$ cat src/rtl/serial_subtractor_pkg.sv
// Shared definitions for the bit-serial subtractor: operand width limits
// and the controller state encoding.
package serial_subtractor_pkg;

    // Default operand width and the legal range for the WIDTH parameter.
    localparam int unsigned SUB_WIDTH_DEFAULT = 8;
    localparam int unsigned SUB_WIDTH_MIN     = 2;
    localparam int unsigned SUB_WIDTH_MAX     = 32;

    // Controller states.
    typedef enum logic [1:0] {
        IDLE  = 2'd0,
        SHIFT = 2'd1,
        DONE  = 2'd2
    } sub_state_e;

endpackage

$ cat src/rtl/full_subtractor.sv
// One-bit full subtractor cell: d = a - b - bin (mod 2), bo = borrow out.
// Ports:
//   a, b, bin : minuend bit, subtrahend bit, borrow in
//   d, bo     : difference bit, borrow out
module full_subtractor (
    input  logic a,
    input  logic b,
    input  logic bin,
    output logic d,
    output logic bo
);

    assign d  = a ^ b ^ bin;
    // Borrow when b exceeds a, or when a==b and a borrow is already pending.
    assign bo = (~a & b) | (~(a ^ b) & bin);

endmodule

$ cat src/rtl/serial_subtractor.sv
// Bit-serial unsigned subtractor: diff = (a - b - bin) mod 2^WIDTH,
// bout = 1 when a < b + bin. One bit per clock, LSB first, through a single
// full_subtractor cell and a one-bit borrow register.
// Ports:
//   clk, rst_n    : clock (rising edge), asynchronous active-low reset
//   start         : begin an operation (accepted in IDLE or DONE)
//   a, b, bin     : operands and borrow-in, captured when start is accepted
//   busy          : high while bits are being processed
//   done          : one-cycle pulse when diff/bout hold a fresh result
//   diff, bout    : result, held until the next operation starts shifting
module serial_subtractor
    import serial_subtractor_pkg::*;
#(
    parameter int unsigned WIDTH = SUB_WIDTH_DEFAULT
) (
    input  logic             clk,
    input  logic             rst_n,
    input  logic             start,
    input  logic [WIDTH-1:0] a,
    input  logic [WIDTH-1:0] b,
    input  logic             bin,
    output logic             busy,
    output logic             done,
    output logic [WIDTH-1:0] diff,
    output logic             bout
);

    localparam int unsigned CNT_W = $clog2(WIDTH);
    localparam logic [CNT_W-1:0] CNT_LAST = CNT_W'(WIDTH - 1);

    // Reject illegal widths at elaboration.
    if (WIDTH < SUB_WIDTH_MIN || WIDTH > SUB_WIDTH_MAX) begin : g_width_check
        $error("serial_subtractor: WIDTH out of range");
    end

    sub_state_e       state;
    sub_state_e       state_next;
    logic [WIDTH-1:0] a_sr;
    logic [WIDTH-1:0] b_sr;
    logic             borrow;
    logic [CNT_W-1:0] cnt;
    logic             fs_d;
    logic             fs_bo;

    // The single bit-slice: always looks at the current LSBs.
    full_subtractor u_cell (
        .a   (a_sr[0]),
        .b   (b_sr[0]),
        .bin (borrow),
        .d   (fs_d),
        .bo  (fs_bo)
    );

    // State register.
    always_ff @(posedge clk or negedge rst_n) begin
        if (!rst_n) begin
            state <= IDLE;
        end else begin
            state <= state_next;
        end
    end

    // Next-state logic; start is only honoured outside SHIFT.
    always_comb begin
        state_next = state;
        case (state)
            IDLE: begin
                if (start) begin
                    state_next = SHIFT;
                end
            end
            SHIFT: begin
                if (cnt == CNT_LAST) begin
                    state_next = DONE;
                end
            end
            DONE: begin
                state_next = start ? SHIFT : IDLE;
            end
            default: begin
                state_next = IDLE;
            end
        endcase
    end

    // Datapath: operand capture, serial shift, borrow chain, bit counter.
    always_ff @(posedge clk or negedge rst_n) begin
        if (!rst_n) begin
            a_sr   <= '0;
            b_sr   <= '0;
            borrow <= 1'b0;
            cnt    <= '0;
            diff   <= '0;
            bout   <= 1'b0;
        end else begin
            case (state)
                IDLE, DONE: begin
                    if (start) begin
                        a_sr   <= a;
                        b_sr   <= b;
                        borrow <= bin;
                        cnt    <= '0;
                    end
                end
                SHIFT: begin
                    a_sr   <= a_sr >> 1;
                    b_sr   <= b_sr >> 1;
                    diff   <= {fs_d, diff[WIDTH-1:1]};
                    borrow <= fs_bo;
                    // bout tracks the borrow chain; its final value is the
                    // borrow out of the MSB.
                    bout   <= fs_bo;
                    // Saturate on the last bit so the counter never wraps.
                    if (cnt != CNT_LAST) begin
                        cnt <= cnt + CNT_W'(1);
                    end
                end
                default: begin
                end
            endcase
        end
    end

    // Status flags registered alongside the state so they decode it exactly.
    always_ff @(posedge clk or negedge rst_n) begin
        if (!rst_n) begin
            busy <= 1'b0;
            done <= 1'b0;
        end else begin
            busy <= (state_next == SHIFT);
            done <= (state_next == DONE);
        end
    end

endmodule
$ cat config.mk
export PLATFORM = sky130hd
export DESIGN_NAME = serial_subtractor
export DESIGN_NICKNAME = d
export VERILOG_FILES = /design/src/rtl/serial_subtractor_pkg.sv /design/src/rtl/full_subtractor.sv /design/src/rtl/serial_subtractor.sv
export SDC_FILE = /design/constraint.sdc
export NUM_CORES = 1
export LEC_CHECK = 0
export BUFFER_PORTS_ARGS = -buffer_cell sky130_fd_sc_hd__buf_2
export CORE_ASPECT_RATIO = 1.1
export CORE_UTILIZATION = 45
export DETAILED_ROUTE_END_ITERATION = 10
export HOLD_SLACK_MARGIN = 0.15
export PLACE_DENSITY = 0.77
export SYNTH_ARGS = -nofsm -noshare
export SYNTH_HDL_FRONTEND = slang
export SYNTH_SLANG_ARGS = --single-unit
$ cat constraint.sdc
create_clock -name clk -period 1.45 [get_ports clk]
set_clock_uncertainty 0.1 [all_clocks]
set_input_delay 0.145 -clock clk [delete_from_list [all_inputs] [get_ports clk]]
set_output_delay 0.145 -clock clk [all_outputs]
set_load 0.01 [all_outputs]
---- Yosys cells after proc, flatten, opt, wreduce, memory -nomap -nowiden ----
Cells that the tools add are included.
storage, ports and cells
  register bits ........................... 33
  latch bits .............................. 0
  RAM bits ................................ 0
  ROM bits ................................ 0
  input bits .............................. 20
  output and inout bits ................... 11
  word-level logic and storage cells ...... 43
  memories ................................ 0
operators by class
  add/subtract/negate cells ............... 1
  $mul .................................... 0
  divide/modulo/power cells ............... 0
  $lt $le $gt $ge ......................... 0
  eq/ne operators ......................... 8
  shift-type cells ........................ 0
  muxes and demuxes ....................... 13
  bitwise logic cells ..................... 7
  reduce and logical (&&, ||, !) cells .... 5
operators with widths
  kind                                                             number
  8-bit one-hot mux with 2 select lines                            2
  8-bit 2-to-1 mux                                                 2
  3-bit 2-to-1 mux                                                 2
  2-bit one-hot mux with 3 select lines                            1
  3-bit one-hot mux with 2 select lines                            1
  2-bit by 1-bit == test with 1-bit output, second input constant  2
  2-bit == test, second input constant                             2
  2-bit 2-to-1 mux                                                 2
  2-bit != test, second input constant                             2
  3-bit by 1-bit adder with 3-bit output, second input constant    1
  3-bit == test, second input constant                             1
  3-bit != test, second input constant                             1
  3-bit AND reduction                                              1
  1-bit bitwise AND                                                2
  2-bit logical NOT                                                1
  1-bit 2-to-1 mux                                                 2
  1-bit inverter                                                   2
  1-bit one-hot mux with 2 select lines                            1
  2-bit AND reduction                                              1
  2-bit nonzero test                                               1
  2-bit OR reduction                                               1
  1-bit bitwise XOR                                                2
  1-bit OR                                                         1

---- Depth between registers and ports, before layout ----
Gate-level depths: netlist (run 1).
  depth in word-level cells ............... 5
  gate-level depth with buffers ........... 6
  depth with buffers taken out ............ 6

---- Hierarchy ----
A second synthesis (run 1) with hierarchy kept.
unflattened totals
  cells, all modules ...................... 137
  area total of the unflattened synthesis .. 1630.3 µm²
modules (own cells, without submodules)
  module             times used  cells an instance  area an instance (µm²)  seq. area each (µm²)
  serial_subtractor  1           133                1599.0                  825.8
  full_subtractor    1           4                  31.3                    0.0

---- Least setup slack after synthesis (run 1) ----
No wires, ideal clock.
  path kind ............................... reg2reg
  start ................................... reg cnt[0]
  end ..................................... reg cnt[2]
  setup time .............................. 0.122 ns
  arrival time ............................ 1.226 ns
  data required time ...................... 1.228 ns
  slack ................................... 0.002 ns
  stages on the path, launching flop included .. 6
  buffers on the path ..................... 0
  period minus slack after synthesis ...... 1.448 ns
  cell sequence ........................... dfrtp_1 -> ha_1 -> ha_1 -> o21ai_0 -> o21ai_2 -> a32o_1
on the way
  cells in the longest elaborated chain, start to end .. 3
  elaborated cells between the ends (all ways) .. 6
  those cells by class .................... 1 x add/sub; 2 x eq/ne; 2 x mux; 1 x reduce/logical
ends and longest elaborated chain
  item                                                                                 line                                                RTL
  start, declared                                                                      serial_subtractor.sv:41                             logic [CNT_W-1:0] cnt;
  start signal, assigned                                                               serial_subtractor.sv:115                            cnt <= cnt + CNT_W'(1);
  3-bit by 1-bit adder with 3-bit output / 3-bit != test (equally long branches)       serial_subtractor.sv:115, serial_subtractor.sv:114
  3-bit 2-to-1 mux / 2-bit != test (equally long branches)                             --
  3-bit one-hot mux with 2 select lines / 3-bit AND reduction (equally long branches)  --
Several ways; a longest one is shown, not always the timed one. The select of a mux whose other input is x is not followed.
A chain may end at the register's enable or synchronous reset.

---- Worst setup path after layout (run 1) ----
Ends and elaborated chain as after synthesis.

==> results.sh, run 1 <==
export IMPL_cp_top_family="compound AO/OA/AOI/OAI gates"
export IMPL_grt_overflow=0
export IMPL_dp_hpwl_um=2040
export IMPL_maxCapViolCount=0
export IMPL_hold_end="b_sr[1]"
export IMPL_grt_pass1_vias=1244
export IMPL_syn_cell_area_um2=1620
export IMPL_fmax_ghz=0.703
export IMPL_cts_htree_levels=2
export IMPL_min_path_cells=3
export IMPL_grt_max_degree=34
export IMPL_chipWidth_um=59.1
export IMPL_worst_path_largest_cell_delay_ns=0.41
export IMPL_worst_ep_arrival_time_ns=1.56
export IMPL_synth_distinct_cells=22
export IMPL_routed_via_density=4.99
export IMPL_rr_worst_depth=5
export IMPL_drt_first_pass_iters=4
export IMPL_endpoint_kind="register"
export IMPL_status="completed"
export IMPL_wirelength_um=2990
export IMPL_drive_gt1_share_pct=33.5
export IMPL_fillers=283
export IMPL_crit_path_cell_trace="ha_2 > ha_2 > o21ai_2 > o21ai_2 > a32o_1"
export IMPL_r2r_end="cnt[2]"
export IMPL_critPathLaunchType="register"
export IMPL_syn_inst=136
export IMPL_setup_violations=0
export IMPL_required_ns=1.59
export IMPL_reg2reg_from="cnt[0]"
export IMPL_dr_total_vias=1208
export IMPL_setup_slack_ns=0.0269
export IMPL_core_um2=3390
export IMPL_period_minus_slack_ns=1.42
export IMPL_hp_class="in -> reg"
export IMPL_p_leak_uw=0.000920
export IMPL_area_growth_pct=30.2
export IMPL_cts_root_buf="clkbuf_4"
export IMPL_die_h_um=64.9
export IMPL_final_nets=216
export IMPL_clk_latency_ns=0.34
export IMPL_drt_iter0_markers=45
export IMPL_finalCritPeriodShare_pct=98.1
export IMPL_path_clk_slew_ns=0.10
export IMPL_ant_nets=0
export IMPL_hold_viol=0
export IMPL_clockBufferDepth=2
export IMPL_cts_sinks=33
export IMPL_antenna_found_initial=0
export IMPL_std_cell_rows=22
export IMPL_crit_type="reg -> reg"
export IMPL_ir_drop_mv=0.907
export IMPL_cp_slowest_cell="dfrtp_1"
export IMPL_regArea_um2=826
export IMPL_reg2reg_slack_ns=0.03
export IMPL_drv_slew=0
export IMPL_drc=0
export IMPL_wl_per_cell_um=12.4
export IMPL_start_util_pct=47.7
export IMPL_power_density_nw_per_um2=1970
export IMPL_final_common_cell="dfrtp_1"
export IMPL_portBuffers=30
export IMPL_timing_slew_headroom_pct=73.1
export IMPL_diodes=0
export IMPL_fin_cells=242
export IMPL_tightest_slew_ns=0.404
export IMPL_ys_ff_latch=33
export IMPL_avgSynthCellArea_um2=11.9
export IMPL_synth_fp_nets=159
export IMPL_multi_input_comb_area_um2=719
export IMPL_cts_tree="yes"
export IMPL_min_from="start"
export IMPL_numCtsBuffers=5
export IMPL_mostFrequentLayoutCells="dfrtp_1, buf_2, dlygate4sd3_1"
export IMPL_dp_cells=213
export IMPL_dieArea_um2=3840
export IMPL_yosys_warnings=0
export IMPL_path_buf_inv=0
export IMPL_place_ws_ns=-0.0498
export IMPL_synth_seq_area_share_pct=51.1
export IMPL_grt_usage_pct=18.5
export IMPL_grt_pass1_wl_um=5330
export IMPL_path_max_fanout=4
export IMPL_num_io_pins=31
export IMPL_place_congestion=0.704
timing repair:
action	4_1_cts	5_1_grt
hold endpoints to repair	50	0
setup endpoints to repair	3	4
resized for setup	3	4
hold buffers	18	0
setup buffers	1	2
pin swaps	1	2
cell usage after synthesis:
cell,count,share of area [%]
fa_1,1,1.2
mux2_2,3,2.1
o21ai_0,4,1.2
a21oi_1,17,5.3
mux2_4,5,4.6
buf_2,2,0.62
nor2_1,4,0.93
buf_6,2,1.4
nand2b_2,1,0.54
ha_1,2,1.5
a211oi_1,14,6.5
inv_1,4,0.93
a32o_1,2,1.2
o221a_2,1,0.70
o21ai_2,1,0.54
mux2i_1,16,9.9
dfrtp_1,33,51
buf_4,6,2.8
nand2_1,1,0.23
nor2b_1,14,5.4
nand3_1,2,0.62
or3b_2,1,0.54
power by group:
part | internal, uW | switching, uW | leakage (uW) | total [uW]
combinational | 1090 | 874 | 0.000490 | 1960
clock | 184 | 304 | 0.0000320 | 489
sequential | 1380 | 326 | 0.000398 | 1700
state kept, by name, indices dropped and copies added, names as in the netlist:
| register | cells |
|---|---|
| cnt | 3 |
| diff | 8 |
| bout | 1 |
| a_sr | 8 |
| done | 1 |
| borrow | 1 |
| busy | 1 |
| state | 2 |
| b_sr | 8 |
worst max-delay path by stage:
stage                start  endpoint  slack (ns)  cells after the start
floorplan           cnt[0]    cnt[2]       0.002                      5
CTS                 cnt[0]    cnt[2]       0.002                      5
finish              cnt[0]    cnt[2]        0.03                      5
detailed placement  cnt[0]    cnt[2]       -0.05                      5
global route        cnt[0]    cnt[0]       -0.01                      6
global placement    cnt[0]    cnt[1]       0.009                      5
tightest hold or removal path: stages:
cell and delay (ns):
buf_2 0.20, a211oi_1 0.10, a21oi_1 0.10
layout make-up:
| type | count | share of cell area [%] |
|---|---|---|
| sequential | 33 | 39.2 |
| multi-input combinational | 89 | 34.2 |
| timing repair buffer | 60 | 20.6 |
| tap | 48 | 2.85 |
| clock buffer | 6 | 1.96 |
| inverter | 4 | 0.713 |
| clock inverter | 2 | 0.476 |
layer usage:
layer	GRT usage [%]	up-vias	part of all wire (%)
li1	-	605	-
met1	21.5	571	44
met2	32.1	29	50
met3	5.99	3	4.3
met4	5.36	0	1.1
met5	0	-	0
stage by stage:
stage | setup TNS, ns | cell area [um^2] | total power, uW | hold slack (ns) | utilization [%]
final | 0 | 2100 | 4160 | 0.153 | 62.2
after global routing | -0.0236 | 2100 | 4520 | 0.184 | 62.2
after CTS | 0 | 2070 | 4120 | 0.152 | 61.2
after detailed placement | -0.110 | 1830 | 3550 | 0.0939 | 54.0
after global placement | 0 | 1830 | 3420 | 0.0853 | 54.0
after floorplan | 0 | 1620 | 3100 | -0.251 | -
cell families (layout without fill, tap and decap cells):
family	Yosys count	after routing	share of synthesized area, %
buffers and inverters	14	72	5.73
AO/OA/AOI/OAI	39	39	15.5
adder cells (fa/ha/maj)	3	3	2.79
flip-flops	33	33	51.1
AND/OR/NAND/NOR	23	23	8.28
multiplexers	24	24	16.6
Note: power is estimated with default switching activity, not from simulation.
==> run 2: changes to the inputs <==
--- a/config.mk
+++ b/config.mk
@@ -7,10 +7,10 @@
 export LEC_CHECK = 0
 export BUFFER_PORTS_ARGS = -buffer_cell sky130_fd_sc_hd__buf_2
 export CORE_ASPECT_RATIO = 1.1
-export CORE_UTILIZATION = 45
+export CORE_UTILIZATION = 49
 export DETAILED_ROUTE_END_ITERATION = 10
 export HOLD_SLACK_MARGIN = 0.15
-export PLACE_DENSITY = 0.77
+export PLACE_DENSITY = 0.82
 export SYNTH_ARGS = -nofsm -noshare
 export SYNTH_HDL_FRONTEND = slang
 export SYNTH_SLANG_ARGS = --single-unit
==> run 2 against run 1 <==
Effect of this change:
- the run now ends with design-rule violations left
- cell count shrank 4.5%
- clock power grew 4.7%
- worst setup slack better by 0.020 ns
- sequential share of layout area fell by 0.62 points
- register-to-register slack improved by 0.02 ns
- global-route usage rose by 4.1 points
- maximum frequency grew 1.4%
- sequential power barely moved
- critical path type unchanged
==> results.sh, run 2 (synthesized netlist as in run 1, its figures left out) <==
export IMPL_status="complete, but fails checks"
export IMPL_violations="design-rule violations"
export IMPL_std_cell_rows=21
export IMPL_mostFrequentLayoutCells="dfrtp_1, buf_2, dlygate4sd3_1"
export IMPL_reg_largest_list="a_sr x8, b_sr x8, diff x8"
export IMPL_routed_via_density=5.45
export IMPL_multi_input_comb_area_um2=732
export IMPL_wl_per_cell_um=14.9
export IMPL_final_common_cell="dfrtp_1"
export IMPL_core_um2=3100
export IMPL_power_density_nw_per_um2=2000
export IMPL_grt_pass1_vias=1348
export IMPL_rsz0062_at_grt="yes"
export IMPL_post_route_util_pct=69.0
export IMPL_area_growth_pct=32.3
export IMPL_timing_slew_headroom_pct=73.3
export IMPL_clockBufferDepth=2
export IMPL_grt_usage_pct=22.7
export IMPL_fin_cells=231
export IMPL_finalCritPeriodShare_pct=96.8
export IMPL_ant_nets=0
export IMPL_cts_htree_levels=2
export IMPL_drt_iter0_markers=32
export IMPL_tightest_slew_ns=0.400
export IMPL_final_nets=220
export IMPL_wirelength_um=3450
export IMPL_reg2reg_slack_ns=0.05
export IMPL_dp_cells=201
export IMPL_fin_hold_ws_ns=0.144
export IMPL_diodes=0
export IMPL_drt_first_pass_iters=8
export IMPL_cts_root_buf="clkbuf_4"
export IMPL_ir_drop_mv=1.02
export IMPL_num_io_pins=31
export IMPL_min_path_cells=3
export IMPL_grt_overflow=0
export IMPL_maxCapViolCount=0
export IMPL_worst_ep_arrival_time_ns=1.53
export IMPL_p_leak_uw=0.000937
export IMPL_regArea_um2=826
export IMPL_drc=8
export IMPL_place_ws_ns=-0.0726
export IMPL_place_congestion=0.721
export IMPL_numCtsBuffers=5
export IMPL_path_clk_slew_ns=0.09
export IMPL_clk_latency_ns=0.33
export IMPL_cts_sinks=33
export IMPL_rr_worst_depth=5
export IMPL_dp_hpwl_um=2200
export IMPL_antenna_found_initial=0
export IMPL_hp_class="in -> reg"
export IMPL_setup_violations=0
export IMPL_setup_slack_ns=0.0468
export IMPL_required_ns=1.57
export IMPL_fmax_ghz=0.713
export IMPL_critPathLaunchType="register"
export IMPL_endpoint_kind="register"
export IMPL_crit_type="reg -> reg"
export IMPL_drv_slew=0
export IMPL_dieArea_um2=3530
export IMPL_finalSetupTns_ns=0
export IMPL_dr_total_vias=1258
export IMPL_hold_viol=0
export IMPL_grt_pass1_wl_um=6060
export IMPL_path_max_fanout=4
export IMPL_cts_tree="yes"
export IMPL_die_h_um=62.2
export IMPL_drive_gt1_share_pct=34.5
export IMPL_chipWidth_um=56.8
export IMPL_start_util_pct=52.1
export IMPL_period_minus_slack_ns=1.40
export IMPL_grt_max_degree=19
export IMPL_fillers=233
export IMPL_portBuffers=30
-- run 2: cell types whose count changed in the layout (fill, tap and decap cells not counted) --
cell           change
dlygate4sd3_1      +2
clkinv_2           -2
clkbuf_8           +1
ha_2               -1
a21oi_1            -2
ha_4               +1
buf_4              +2
nand2b_2           +1
a21oi_2            +2
nand2b_4           -1
-- run 2: path summary, 6_finish.rpt --
path / endpoint / from
setup / recovery: cnt[1] / cnt[0]
hold / removal: a_sr[7] / start
setup reg to reg: cnt[1] / cnt[0]
hold reg to reg: diff[0] / diff[0]
max in group asynchronous: b_sr[3] / rst_n
min in group asynchronous: diff[0] / rst_n
-- run 2: report_power, final --
part	switching, uW	internal (uW)
clock network	283	229
registers	324	1380
logic	944	1130
-- run 2: routing by layer --
| layer | wire (um) | share of wire [%] | global-route usage, % |
|---|---|---|---|
| met5 | 0 | 0 | 0 |
| met4 | 66 | 1.9 | 11.9 |
| met3 | 138 | 4.0 | 4.58 |
| met2 | 1860 | 54 | 39.4 |
| met1 | 1390 | 40 | 25.9 |
-- run 2: per-stage QoR --
step	power [uW]	cell area, um^2
CTS	4190	2100
global placement	3420	1830
floorplan	3100	1620
finish	4290	2140
detailed placement	3590	1830
global route	4640	2140
-- run 2: what timing repair did --
item,CTS,global route
buffers inserted,0,3
hold buffers,21,0
hold endpoints to repair,50,0
resized for setup,4,5
endpoints found under the setup margin,3,4
pin swaps,0,2
-- run 2: worst max-delay path, cell delays in order (launching register included) --
cell and delay (ns):
dfrtp_1 0.39, ha_2 0.20, ha_4 0.16, o21ai_2 0.14, o21ai_2 0.10, a32o_1 0.21
-- run 2: layout make-up --
cell class              instances  area share [%]
well taps                      34            1.99
multi-input cells              89            34.2
clock buffers                   7            2.57
repair buffers                 64            21.9
flip-flops and latches         33            38.6
inverters                       4           0.702
==> run 3: changes to the inputs <==
--- a/config.mk
+++ b/config.mk
@@ -11,6 +11,7 @@
 export DETAILED_ROUTE_END_ITERATION = 10
 export HOLD_SLACK_MARGIN = 0.15
 export PLACE_DENSITY = 0.82
+export REMOVE_ABC_BUFFERS = 1
 export SYNTH_ARGS = -nofsm -noshare
 export SYNTH_HDL_FRONTEND = slang
 export SYNTH_SLANG_ARGS = --single-unit
==> run 3 against run 2 <==
Effect of this change:
- the run still ends with design-rule violations left
- sequential share of layout area grew 1.2 points
- utilization shrank 2.1 points
- global-route usage shrank 1.2 points
- hold slack gained 0.016 ns
- largest cell class unchanged
- largest power group unchanged
- highest routed layer unchanged
==> results.sh, run 3 (synthesized netlist as in run 1, its figures left out) <==
export IMPL_final_common_cell="dfrtp_1"
export IMPL_p_total_uw=4150
export IMPL_grt_overflow=0
export IMPL_power_density_nw_per_um2=2000
export IMPL_clk_latency_ns=0.33
export IMPL_place_ws_ns=-0.0643
export IMPL_wl_per_cell_um=14.8
export IMPL_numCtsBuffers=5
export IMPL_chipWidth_um=56.8
export IMPL_drc=6
export IMPL_die_h_um=62.2
export IMPL_grt_max_degree=28
export IMPL_maxCapViolCount=0
export IMPL_cts_tree="yes"
export IMPL_wirelength_um=3320
export IMPL_p_sw_uw=1530
export IMPL_fillers=256
export IMPL_antenna_found_initial=0
export IMPL_diodes=0
export IMPL_start_util_pct=52.1
export IMPL_dp_cells=198
export IMPL_ant_nets=0
export IMPL_post_route_util_pct=66.9
export IMPL_portBuffers=30
export IMPL_place_congestion=0.706
export IMPL_endpoint_kind="register"
export IMPL_seq_power_share_pct=40.9
export IMPL_drive_gt1_share_pct=32.1
export IMPL_fin_cells=224
export IMPL_drv_slew=0
export IMPL_fin_hold_ws_ns=0.160
export IMPL_cts_sinks=33
export IMPL_p_int_uw=2620
export IMPL_drt_iter0_markers=28
export IMPL_tightest_slew_ns=0.384
export IMPL_worst_ep_arrival_time_ns=1.53
export IMPL_grt_pass1_vias=1279
export IMPL_final_nets=214
export IMPL_reg_largest_list="a_sr x8, b_sr x8, diff x8"
export IMPL_combPwrFrac_pct=48.0
export IMPL_routed_via_density=5.58
export IMPL_timing_slew_headroom_pct=74.4
export IMPL_p_leak_uw=0.000906
export IMPL_grt_pass1_wl_um=5700
export IMPL_hp_class="in -> async"
export IMPL_core_um2=3100
export IMPL_setup_violations=0
export IMPL_path_max_fanout=4
export IMPL_finalCritPeriodShare_pct=96.4
export IMPL_drt_first_pass_iters=7
export IMPL_path_clk_slew_ns=0.09
export IMPL_grt_usage_pct=21.4
export IMPL_area_growth_pct=28.3
export IMPL_dr_total_vias=1249
export IMPL_std_cell_rows=21
export IMPL_rsz0062_at_grt="yes"
export IMPL_setup_slack_ns=0.0527
export IMPL_required_ns=1.58
export IMPL_cts_root_buf="clkbuf_4"
export IMPL_critPathLaunchType="register"
export IMPL_ir_drop_mv=0.919
export IMPL_dp_hpwl_um=2050
export IMPL_num_io_pins=31
export IMPL_status="complete, but fails checks"
export IMPL_fmax_ghz=0.716
export IMPL_dieArea_um2=3530
export IMPL_hold_viol=0
export IMPL_crit_type="reg -> reg"
export IMPL_period_minus_slack_ns=1.40
export IMPL_mostFrequentLayoutCells="dfrtp_1, buf_2, dlygate4sd3_1"
export IMPL_cts_htree_levels=2
export IMPL_switching_share_pct=36.9
export IMPL_clkPwrFrac_pct=11.1
export IMPL_clockBufferDepth=2
export IMPL_violations="design-rule violations"
run 3: cell count changes in the layout (fill, tap and decap cells not counted), sizes merged:
cell | previous run | this run
buf | 44 | 39
clkbuf | 7 | 5
clkinv | 0 | 1
dlygate4sd3 | 20 | 19
run 3: critical path: stages (launching register included):
cell and delay (ns):
dfrtp_1 0.40, ha_2 0.19, ha_2 0.18, o21ai_2 0.12, o21ai_2 0.09, a32o_1 0.21
run 3: final timing paths:
path,from,end,slack (ns),depth (start not counted)
max,cnt[0],cnt[2],0.05,5
min,rst_n,diff[0],0.16,2
max reg2reg,cnt[0],cnt[2],0.05,5
min reg2reg,bout,bout,0.42,1
max in group asynchronous,rst_n,a_sr[5],0.66,3
min in group clk,bout,bout,0.42,1
run 3: stage by stage:
step | instance area [um^2] | TNS (ns)
final | 2070 | 0
after global routing | 2070 | -0.00945
after CTS | 2060 | 0
after detailed placement | 1820 | -0.122
after global placement | 1820 | 0
after floorplan | 1540 | -4.58
run 3: power groups by stage:
stage          registers (uW)  clock network (uW)  logic, uW
2_1_floorplan            1840                   0       1110
3_3_place_gp             1670                   0       1770
3_5_place_dp             1710                   0       1880
4_1_cts                  1700                 468       1970
5_1_grt                  1760                 503       2220
6_report                 1700                 460       1990
run 3: layout make-up:
class	instances	area, um^2	share of cell area [%]
clock buffers	5	37.5	1.81
clock inverters	1	5.00	0.241
inverters	4	15.0	0.724
multi-input cells	89	712	34.3
flip-flops and latches	33	826	39.8
well taps	34	42.5	2.05
repair buffers	58	437	21.0
run 3: layer usage:
layer	wire (um)	share of wire, %	track usage (%)	vias up
met5	0	0	0	-
met4	71	2.1	11.6	0
met1	1330	40	23.6	607
met3	159	4.8	5.00	7
li1	-	-	-	602
met2	1760	53	37.6	33
run 3: what timing repair did:
item                                    in CTS  in global routing
endpoints found under the hold margin       52                  0
hold buffers                                19                  0
gates resized for setup                      3                  3
setup buffers                                1                  0
endpoints found under the setup margin       3                  3
